==> config.mk <==
export PLATFORM = sky130hd
export DESIGN_NAME = handshake_const_match
export DESIGN_NICKNAME = d
export VERILOG_FILES = /design/src/rtl/handshake_pkg.sv /design/src/rtl/handshake_fifo2.sv /design/src/rtl/handshake_const_match.sv
export SDC_FILE = /design/constraint.sdc
export NUM_CORES = 1
export LEC_CHECK = 0
export CORE_ASPECT_RATIO = 0.5
export CORE_MARGIN = 10
export CORE_UTILIZATION = 45
export DETAILED_ROUTE_END_ITERATION = 10
export GPL_TIMING_DRIVEN = 1
export PLACE_DENSITY = 0.85
export SLEW_MARGIN = 25
export SYNTH_ARGS = -nofsm -noshare
export SYNTH_HDL_FRONTEND = slang
export SYNTH_SLANG_ARGS = --single-unit
==> constraint.sdc <==
create_clock -name clk -period 2.7 [get_ports clk]
set_input_delay 0.54 -clock clk [delete_from_list [all_inputs] [get_ports clk]]
set_output_delay 0.54 -clock clk [all_outputs]
set_load 0.03 [all_outputs]
==> src/rtl/handshake_pkg.sv <==
// Shared definitions for the elastic handshake blocks: occupancy encoding
// of the small elastic buffers and a saturating increment helper.
package handshake_pkg;

   localparam logic [1:0] OCC_EMPTY = 2'd0;
   localparam logic [1:0] OCC_ONE   = 2'd1;
   localparam logic [1:0] OCC_FULL  = 2'd2;

   // Increment v, holding at the all-ones value of a w-bit counter (w <= 32).
   function automatic logic [31:0] sat_inc(input logic [31:0] v, input int unsigned w);
      logic [31:0] max_v;
      max_v = (w >= 32) ? 32'hFFFF_FFFF : ((32'd1 << w) - 32'd1);
      return (v >= max_v) ? max_v : (v + 32'd1);
   endfunction

endpackage

==> src/rtl/handshake_fifo2.sv <==
// Two-entry, one-bit-wide elastic FIFO. Ready is derived from registered
// occupancy only, so there is no combinational path from out_ready to
// in_ready; full throughput is kept by allowing push+pop at occupancy one.
module handshake_fifo2
   import handshake_pkg::*;
(
   input  logic clk,
   input  logic rst_n,
   input  logic in_data,
   input  logic in_valid,
   output logic in_ready,
   output logic out_data,
   output logic out_valid,
   input  logic out_ready
);

   logic [1:0] occ_q, occ_d;
   logic       head_q, head_d;
   logic       tail_q, tail_d;
   logic       push;
   logic       pop;

   assign in_ready  = (occ_q != OCC_FULL);
   assign out_valid = (occ_q != OCC_EMPTY);
   assign out_data  = head_q;
   assign push      = in_valid && in_ready;
   assign pop       = out_valid && out_ready;

   // Next occupancy and entry contents; head always holds the oldest token.
   always_comb begin
      occ_d  = occ_q;
      head_d = head_q;
      tail_d = tail_q;
      case (occ_q)
         OCC_EMPTY: begin
            if (push) begin
               head_d = in_data;
               occ_d  = OCC_ONE;
            end
         end
         OCC_ONE: begin
            if (push && pop) begin
               head_d = in_data;
            end else if (push) begin
               tail_d = in_data;
               occ_d  = OCC_FULL;
            end else if (pop) begin
               occ_d  = OCC_EMPTY;
            end
         end
         OCC_FULL: begin
            if (pop) begin
               head_d = tail_q;
               occ_d  = OCC_ONE;
            end
         end
         default: occ_d = OCC_EMPTY;
      endcase
   end

   // Buffer state register; reset discards any buffered tokens at once.
   always_ff @(posedge clk or negedge rst_n) begin
      if (!rst_n) begin
         occ_q  <= OCC_EMPTY;
         head_q <= 1'b0;
         tail_q <= 1'b0;
      end else begin
         occ_q  <= occ_d;
         head_q <= head_d;
         tail_q <= tail_d;
      end
   end

endmodule

==> src/rtl/handshake_const_match.sv <==
// Sink end of a constant-driven channel: compares each accepted token with
// CONST_VALUE and forwards the match bit as a control token through a
// 2-entry elastic buffer, while keeping a saturating accept count and a
// sticky mismatch flag.
module handshake_const_match
   import handshake_pkg::*;
#(
   parameter int              DATA_WIDTH  = 32,
   parameter longint unsigned CONST_VALUE = 12,
   parameter int              CNT_WIDTH   = 16
) (
   input  logic                  clk,
   input  logic                  rst,
   input  logic [DATA_WIDTH-1:0] ins,
   input  logic                  ins_valid,
   output logic                  ins_ready,
   input  logic                  clr,
   output logic                  outs_match,
   output logic                  outs_valid,
   input  logic                  outs_ready,
   output logic [CNT_WIDTH-1:0]  tok_count,
   output logic                  err_sticky
);

   // Constant fitted to the token width (zero-extended or truncated).
   localparam logic [DATA_WIDTH-1:0] CONST_W = DATA_WIDTH'(CONST_VALUE);

   logic                 match_bit;
   logic                 push;
   logic [CNT_WIDTH-1:0] cnt_q, cnt_d;
   logic                 err_q, err_d;

   assign match_bit = (ins == CONST_W);
   assign push      = ins_valid && ins_ready;

   handshake_fifo2 u_fifo (
      .clk       (clk),
      .rst_n     (rst),
      .in_data   (match_bit),
      .in_valid  (ins_valid),
      .in_ready  (ins_ready),
      .out_data  (outs_match),
      .out_valid (outs_valid),
      .out_ready (outs_ready)
   );

   // Counter and sticky flag; a push in the clear cycle is counted after the clear.
   always_comb begin
      cnt_d = cnt_q;
      err_d = err_q;
      if (clr) begin
         cnt_d = push ? CNT_WIDTH'(1) : '0;
         err_d = push && !match_bit;
      end else if (push) begin
         cnt_d = CNT_WIDTH'(sat_inc(32'(cnt_q), CNT_WIDTH));
         err_d = err_q || !match_bit;
      end
   end

   // Statistics registers.
   always_ff @(posedge clk or negedge rst) begin
      if (!rst) begin
         cnt_q <= '0;
         err_q <= 1'b0;
      end else begin
         cnt_q <= cnt_d;
         err_q <= err_d;
      end
   end

   assign tok_count  = cnt_q;
   assign err_sticky = err_q;

endmodule

Yosys cells after proc, flatten, opt, wreduce, memory -nomap -nowiden
Cells that the tools add are included.
- add/sub/neg operators: 1
- multiply operators: 0
- divide/modulo/power cells: 0
- order comparisons: 1
- eq/ne operators: 9
- shifts and indexed selects: 0
- muxes and demuxes: 16
- bitwise logic cells: 1
- reductions and logical operators: 13
- operator list (operator ; number):
    $mux 16 ; 3
    $eq 32x4->1 const B ; 1
    $add 16x1->16 const B ; 1
    $ge 16x16->1 const B ; 1
    $mux 2 ; 5
    $reduce_and 4->1 ; 2
    $mux 1 ; 6
    $ne 2x2->1 const B ; 3
    $pmux 2 s3 ; 1
    $logic_and 1x1->1 ; 4
    $ne 2x1->1 const B ; 2
    $reduce_bool 2->1 ; 2
    $ne 3x2->1 const B ; 1
    $pmux 1 s3 ; 1
    $reduce_and 3->1 ; 1
    $reduce_bool 3->1 ; 1
    $eq 2x1->1 const B ; 1
    $eq 2x2->1 const B ; 1
    $logic_not 2->1 ; 1
    $logic_not 1->1 ; 1
    $logic_or 1x1->1 ; 1
    $not 1->1 ; 1
- register bits: 21
- latch bits: 0
- memory bits (writable): 0
- memory bits (read-only): 0
- bits of input ports: 37
- output and inout bits: 20
- logic and storage cells: 46
- memories: 0

Longest topological paths before layout
Gate-level depths: netlist of run 1.
- depth after elaboration: 6
- gate-level depth with buffers: 6
- depth with buffers taken out: 5

By module
A second synthesis of run 1 with hierarchy kept.
- cell total of the unflattened synthesis: 121
- area total of the unflattened synthesis: 1181.1 sq um
- modules (own cells, without submodules) (module ; times used ; cells each ; area each (sq um) ; seq. area each (sq um)):
    handshake_const_match ; 1 ; 101 ; 957.2 ; 425.4
    handshake_fifo2 ; 1 ; 20 ; 224.0 ; 100.1

Worst setup path after synthesis of run 1
No wires, ideal clock.
- kind: flip-flop to flip-flop
- start: register cnt_q[0] (netlist: tok_count[0])
- end: register cnt_q[4] (netlist: tok_count[4])
- library setup time: 0.135 ns
- arrival time: 1.616 ns
- data required time: 2.565 ns
- setup slack: 0.948 ns
- stages on the path, launching flop included: 6
- buffers on the path: 0
- clock period less this slack: 1.752 ns
- path through: dfrtp_1 -> ha_1 -> nand2_1 -> nor3b_1 -> and4b_1 -> nor3_2
- word-level cells in the longest chain between the ends: 4
- elaborated cells between the ends (all ways): 5
- classes of those cells: add/sub (1); order compare (1); mux (3)
- ends and longest elaborated chain (what ; RTL line ; text):
    start, declared ; handshake_const_match.sv:30 ; logic [CNT_WIDTH-1:0] cnt_q, cnt_d;
    start signal, assigned ; handshake_const_match.sv:66 ; cnt_q <= cnt_d;
    $add 16x1->16 or $ge 16x16->1 (tied branches) ; handshake_pkg.sv:13 ; return (v >= max_v) ? max_v : (v + 32'd1);
    $mux 16 * ; handshake_pkg.sv:13 ;
    $mux 16 * ; handshake_const_match.sv:54 ; end else if (push) begin
    $mux 16 * ; handshake_const_match.sv:51 ; if (clr) begin
Every way passes the cells marked *; elsewhere a longest branch is shown, timed or not. The select of a mux whose other input is x is not followed.
A chain may end at the register's enable or synchronous reset.

Final worst setup path of run 1
- start: register u_fifo.occ_q[0]
- end: output ins_ready
- word-level cells in the longest chain between the ends: 1
- ends and longest elaborated chain (what ; RTL line ; text):
    start, declared ; handshake_fifo2.sv:17 ; logic [1:0] occ_q, occ_d;
    start signal, assigned ; handshake_fifo2.sv:64 ; occ_q <= OCC_EMPTY;
    start signal, assigned ; handshake_fifo2.sv:68 ; occ_q <= occ_d;
    $ne 2x2->1 ; handshake_fifo2.sv:23 ; assign in_ready = (occ_q != OCC_FULL);
    end, declared ; handshake_const_match.sv:16 ; output logic ins_ready,
No other way between the ends.

==> metrics.txt, run 1 <==
post-synth top area cell dfrtp_1; Chip Height 58.0 um; ys flop type dfrtp_1; first-pass GRT wire length around 6.2 mm; DRT met1 WL approximately 1.5 mm; setup violators final 0; Setup Crit Path Kind flip-flop to output pin; P&R area growth vs syn 50.0%; drc violations 0; max-cap violations 0; Critical Path Start u_fifo.occ_q[0]; Post-synth EDFFs 0; Req. time, crit path 2.16 ns; post-route antenna net violation count 0; vias in the first global route around 1,300; element type at the critical path start flip-flop; drt pass-1 iters 4; Leak around 0.76 nW; dominant cells by area after synthesis dfrtp_1, nor4_1, a21oi_1; clock tree sinks 21; RD Place Congestion roughly 0.8; met2 wire length around 1.6 mm; Fmax achieved between 400 and 500 MHz; end point of the critical path ins_ready; Hold Vio Cnt, Final 0; dpl hpwl 2.99 mm; top layer in use met4; Slew HR 55.7%; register bit total from synthesis 21; num ports 57; Mapped Cells between 100 and 150; hold slack 0.510 ns; Mean Syn Cell Area 9.47 um2; aggregate global routing overflow 0; Worst setup EP type output pin; total CTS buffers 3; CTS Root Cell clkbuf_8; share of layout cells above drive strength 1 slightly above 9%; Rows 13; ant diodes 0; Initial Util 48.6%; leading cell type in the layout, fill and taps excluded clkdlybuf4s50_1; Filler Cell Count between 150 and 200; asr flop ratio synth 100%; Clock Path Buffers 2; CTS tree done; RSZ-0062 raised after global routing false; # hold bufs at CTS 0; fin. max-slew vios 0; port buffer count 56; Worst R2R Start tok_count[3]; routed len/inst around 16 um; peak supply drop 227 uV; initial antenna violation count 0; total core area approximately 2700 um2; Net Count, Synth 175; Seq/Total Area, Yosys between 40% and 50%; worst hold-check path type flip-flop to flip-flop; # Post-CTS Setup Buffers 0; status finished, final reports clean; total power 0.709 mW; initial DRC count 69; PwrDens around 360 nW/um2; multi-input logic area just over 700 um2; clock-pin slew on the worst setup and hold paths about 0.07 ns; Horiz. Die Dim 95.9 um; total wire length about 3.7 mm; Reg area 526 um2; Vias per Instance 5.68; yosys warns 0; setup total negative slack 0 ns; die area 5560 um2; worst reg2reg path endpoint tok_count[9]; total track usage between 10 and 15%; met3 wire len approximately 530 um; largest net degree at the start of global routing 22; minimum clock period between 2 and 2.5 ns; R2R setup slack ~0.92 ns; most frequent cells in the layout clkdlybuf4s50_1, dfrtp_1, nor4_1; cts repair resizes 0; clk_skew 0.00120 ns; CP arrival between 1.5 and 2 ns; CP max FO 7; depth of the CTS H-tree 1; Yosys cell types 43; Worst-Margin Slew 0.662 ns; post-synth design cell area 1300 um2; FF-to-FF path depth 4; nets about 230; Synth top area share 40.5%; total number of vias about 1,300; Tcrit/Tclk final between 80% and 90%; clock latency at the later pin of the worst-skew pair between 0.2 and 0.3 ns
==> final cells by class <==
class                           count  share of cell area, %
Tap cell                           37                   2.38
Sequential cell                    21                   27.0
Inverter                            9                   1.74
Clock buffer                        4                   2.31
Timing Repair Buffer               58                   29.6
Multi-Input combinational cell    103                   37.0
==> flip-flops by register name (all words and copies together), names as in the netlist <==
register	flops
tok_count	16
u_fifo.occ_q	2
err_sticky	1
u_fifo.out_data	1
u_fifo.tail_q	1
==> worst max-delay path: stages (launching register included) <==
cell	delay (ns)
dfrtp_1	0.43
nand2b_1	0.29
clkdlybuf4s50_1	0.73
==> cell usage after synthesis (all sizes together), types with 2 or more instances <==
| master | n |
|---|---|
| a211oi | 5 |
| a21oi | 10 |
| a221oi | 2 |
| a31oi | 3 |
| a41oi | 3 |
| and2 | 2 |
| and3 | 4 |
| and4 | 2 |
| and4b | 3 |
| buf | 3 |
| dfrtp | 21 |
| inv | 9 |
| nand2 | 7 |
| nand2b | 2 |
| nand3 | 3 |
| nand4 | 6 |
| nor2 | 7 |
| nor3 | 9 |
| nor3b | 2 |
| nor4 | 14 |
| o21ai | 3 |
| o22ai | 2 |
| o31ai | 2 |
| or3 | 4 |
==> per-layer routing <==
layer  track usage (%)  vias to the layer above
met5                 0                        -
met4              5.01                        0
met3              8.60                        5
met2              20.0                       62
met1              16.7                      596
li1                  -                      655
==> cell families after synthesis <==
logic type	share of synthesized area [%]
multiplexers	0.868
adder cells (fa/ha/maj)	0.964
flip-flops	40.5
buffers and inverters	3.95
AO/OA/AOI/OAI	16.2
AND/OR/NAND/NOR	37.5
==> power breakdown <==
part	total (mW)	switching (mW)	internal [mW]
clock network	0.208	0.103	0.105
logic	0.160	0.0736	0.0869
registers	0.340	0.0145	0.326
==> worst min path at each step <==
stage | from | endpoint | slack (ns) | depth (start not counted)
2_1_floorplan | rst | err_sticky | 0.24 | 0
3_3_place_gp | u_fifo.tail_q | u_fifo.tail_q | 0.49 | 1
3_5_place_dp | u_fifo.tail_q | u_fifo.tail_q | 0.49 | 1
4_1_cts | u_fifo.tail_q | u_fifo.tail_q | 0.51 | 1
5_1_grt | u_fifo.tail_q | u_fifo.tail_q | 0.56 | 1
6_report | u_fifo.tail_q | u_fifo.tail_q | 0.51 | 1
==> per-stage QoR <==
step           instance area [um2]  worst slack [ns]  util (%)  instances
3_3_place_gp                  1900             0.676      71.3        228
5_1_grt                       1950             0.352      73.0        232
2_1_floorplan                 1300             0.948         -        137
4_1_cts                       1950             0.452      73.0        232
3_5_place_dp                  1900             0.539      71.3        228
6_report                      1950             0.452      73.0        232
(Power assumes the default switching activity.)
==> run 2, diff against run 1 <==
CORE_UTILIZATION = 42   (was 45)
PLACE_DENSITY = 0.8   (was 0.85)
clock period = 2.1 ns   (was 2.7 ns; I/O delays follow)
==> metrics.txt, run 2 (synthesis gave the netlist of run 1 again) <==
status finished, final reports clean; fin. max-slew vios 0 (unchanged); Clock Path Buffers 2 (unchanged); Final Util 66.0% (-7.0 points); Placed Cells 233 (+2.2%); Setup Crit Path Kind flip-flop to output pin; CP arrival 1.62 ns (-0.09 ns); worst hold-check path type primary input to asynchronous set/reset pin; ant diodes 0 (unchanged); vias in the first global route 1,368 (+6.9%); total wire length 3.94 mm (+6.4%); Largest register FFs 16 (unchanged); Fmax achieved between 400 and 500 MHz; nets 236 (+0.85%); aggregate global routing overflow 0 (unchanged); Worst-Margin Slew 0.503 ns (-0.160 ns); initial DRC count 51 (-26%); Vias per Instance 5.72 (+0.71%); RD Place Congestion 0.809 (-1.0%); Chip Height 59.3 um (+2.3%); Horiz. Die Dim 98.6 um (+2.8%); # Post-CTS Setup Buffers 0 (unchanged); minimum clock period between 2 and 2.5 ns; Critical Path Start u_fifo.occ_q[1]; drc violations 0 (unchanged); setup violators final 0 (unchanged); worst reg2reg path endpoint tok_count[5]; Reg area 526 um2 (unchanged); worst setup margin 0.0608 ns (-0.391 ns); largest net degree at the start of global routing 22 (unchanged); drt pass-1 iters 5 (+1); Critical-path top delay cell clkdlybuf4s50_1; first-pass GRT wire length 6.51 mm (+4.5%); total CTS buffers 3 (unchanged); Worst path depth 2 (unchanged); Cell Chain, Critical Path or2_2, clkdlybuf4s50_1; share of layout cells above drive strength 1 10.7% (+1.4 points); DP Worst Slack 0.152 ns (-0.387 ns); peak supply drop 266 uV (+17%); clk_skew 0.00537 ns (+0.00417 ns); Top delay family on crit path buffers and inverters; PwrDens 467 nW/um2 (+28%); CTS tree done; clock tree sinks 21 (unchanged); leading cell type in the layout, fill and taps excluded clkdlybuf4s50_1; Leak 0.773 nW (+1.4%); Rows 14 (+1); depth of the CTS H-tree 1 (unchanged); Initial Util 43.6% (-5.1 points); multi-input logic area 721 um2 (unchanged); non-filler instance count after layout 237 (+2.2%); max-cap violations 0 (unchanged); R2R setup slack 0.29 ns (-0.63 ns); dpl hpwl 3.17 mm (+5.8%); FF-to-FF path depth 4 (unchanged); num ports 57 (unchanged); routed len/inst 16.6 um (+4.2%); CTS Root Cell clkbuf_8; clock latency at the later pin of the worst-skew pair 0.27 ns (about the same); total number of vias 1,356 (+2.9%); hold slack 0.484 ns (-0.0263 ns); # hold bufs at CTS 0 (unchanged); end point of the critical path outs_valid; Hold Vio Cnt, Final 0 (unchanged); RSZ-0062 raised after global routing false; Worst setup EP type output pin; clock-pin slew on the worst setup and hold paths 0.08 ns (about the same); Filler Cell Count 256 (+29%); Buf/Inv on CP 1 (unchanged); slowest stage delay, CP 0.60 ns (-0.13 ns); setup total negative slack 0 ns (unchanged); Tcrit/Tclk final 97.1%; total core area 2980 um2 (+12%); Req. time, crit path 1.68 ns (-0.48 ns); Worst R2R Start tok_count[8]; Slew HR 66.4% (+11 points); element type at the critical path start flip-flop; P&R area growth vs syn 51.5%; die area 5850 um2 (+5.1%); CP max FO 8 (+1); initial antenna violation count 0 (unchanged); port buffer count 56 (unchanged); most frequent cells in the layout clkdlybuf4s50_1, dfrtp_1, nor4_1; total track usage 13.5% (-0.43 points); post-route antenna net violation count 0 (unchanged)
## run 2: metal layers
layer	global-route usage [%]	up-vias	routed length [um]
met5	0	-	0
met4	3.45	0	43
met3	7.57	7	510
met2	22.9	64	1790
met1	14.5	625	1590
li1	-	660	-
## run 2: layout make-up
| cell class | instances | area share [%] |
|---|---|---|
| tap | 40 | 2.55 |
| inverter | 9 | 1.72 |
| timing repair buffer | 60 | 30.0 |
| multi-input combinational | 103 | 36.7 |
| clock buffer | 3 | 2.10 |
| sequential | 21 | 26.7 |
| clock inverter | 1 | 0.255 |
## run 2: timing repair
action / CTS / global route
setup endpoints to repair: 1 / 0
endpoints found under the hold margin: 0 / 0
resized for setup: 1 / 0
## run 2: where the power goes
group          switching, mW  internal (mW)  leakage, nW  total (mW)
sequential            0.0200          0.419        0.284       0.439
clock                  0.136          0.132       0.0255       0.268
combinational         0.0977          0.114        0.464       0.212
## run 2: worst min path at each step
stage / from / endpoint / cells past startpoint
after floorplan: rst / err_sticky / 0
after global placement: u_fifo.tail_q / u_fifo.tail_q / 1
after detailed placement: u_fifo.tail_q / u_fifo.tail_q / 1
after CTS: rst / tok_count[5] / 2
after global routing: rst / tok_count[5] / 2
final: rst / tok_count[5] / 2
## run 2: stage by stage
step                power, mW  instance area, um2
CTS                     0.927                1970
detailed placement      0.661                1920
global placement        0.655                1920
global route            0.963                1970
floorplan               0.532                1300
finish                  0.919                1970
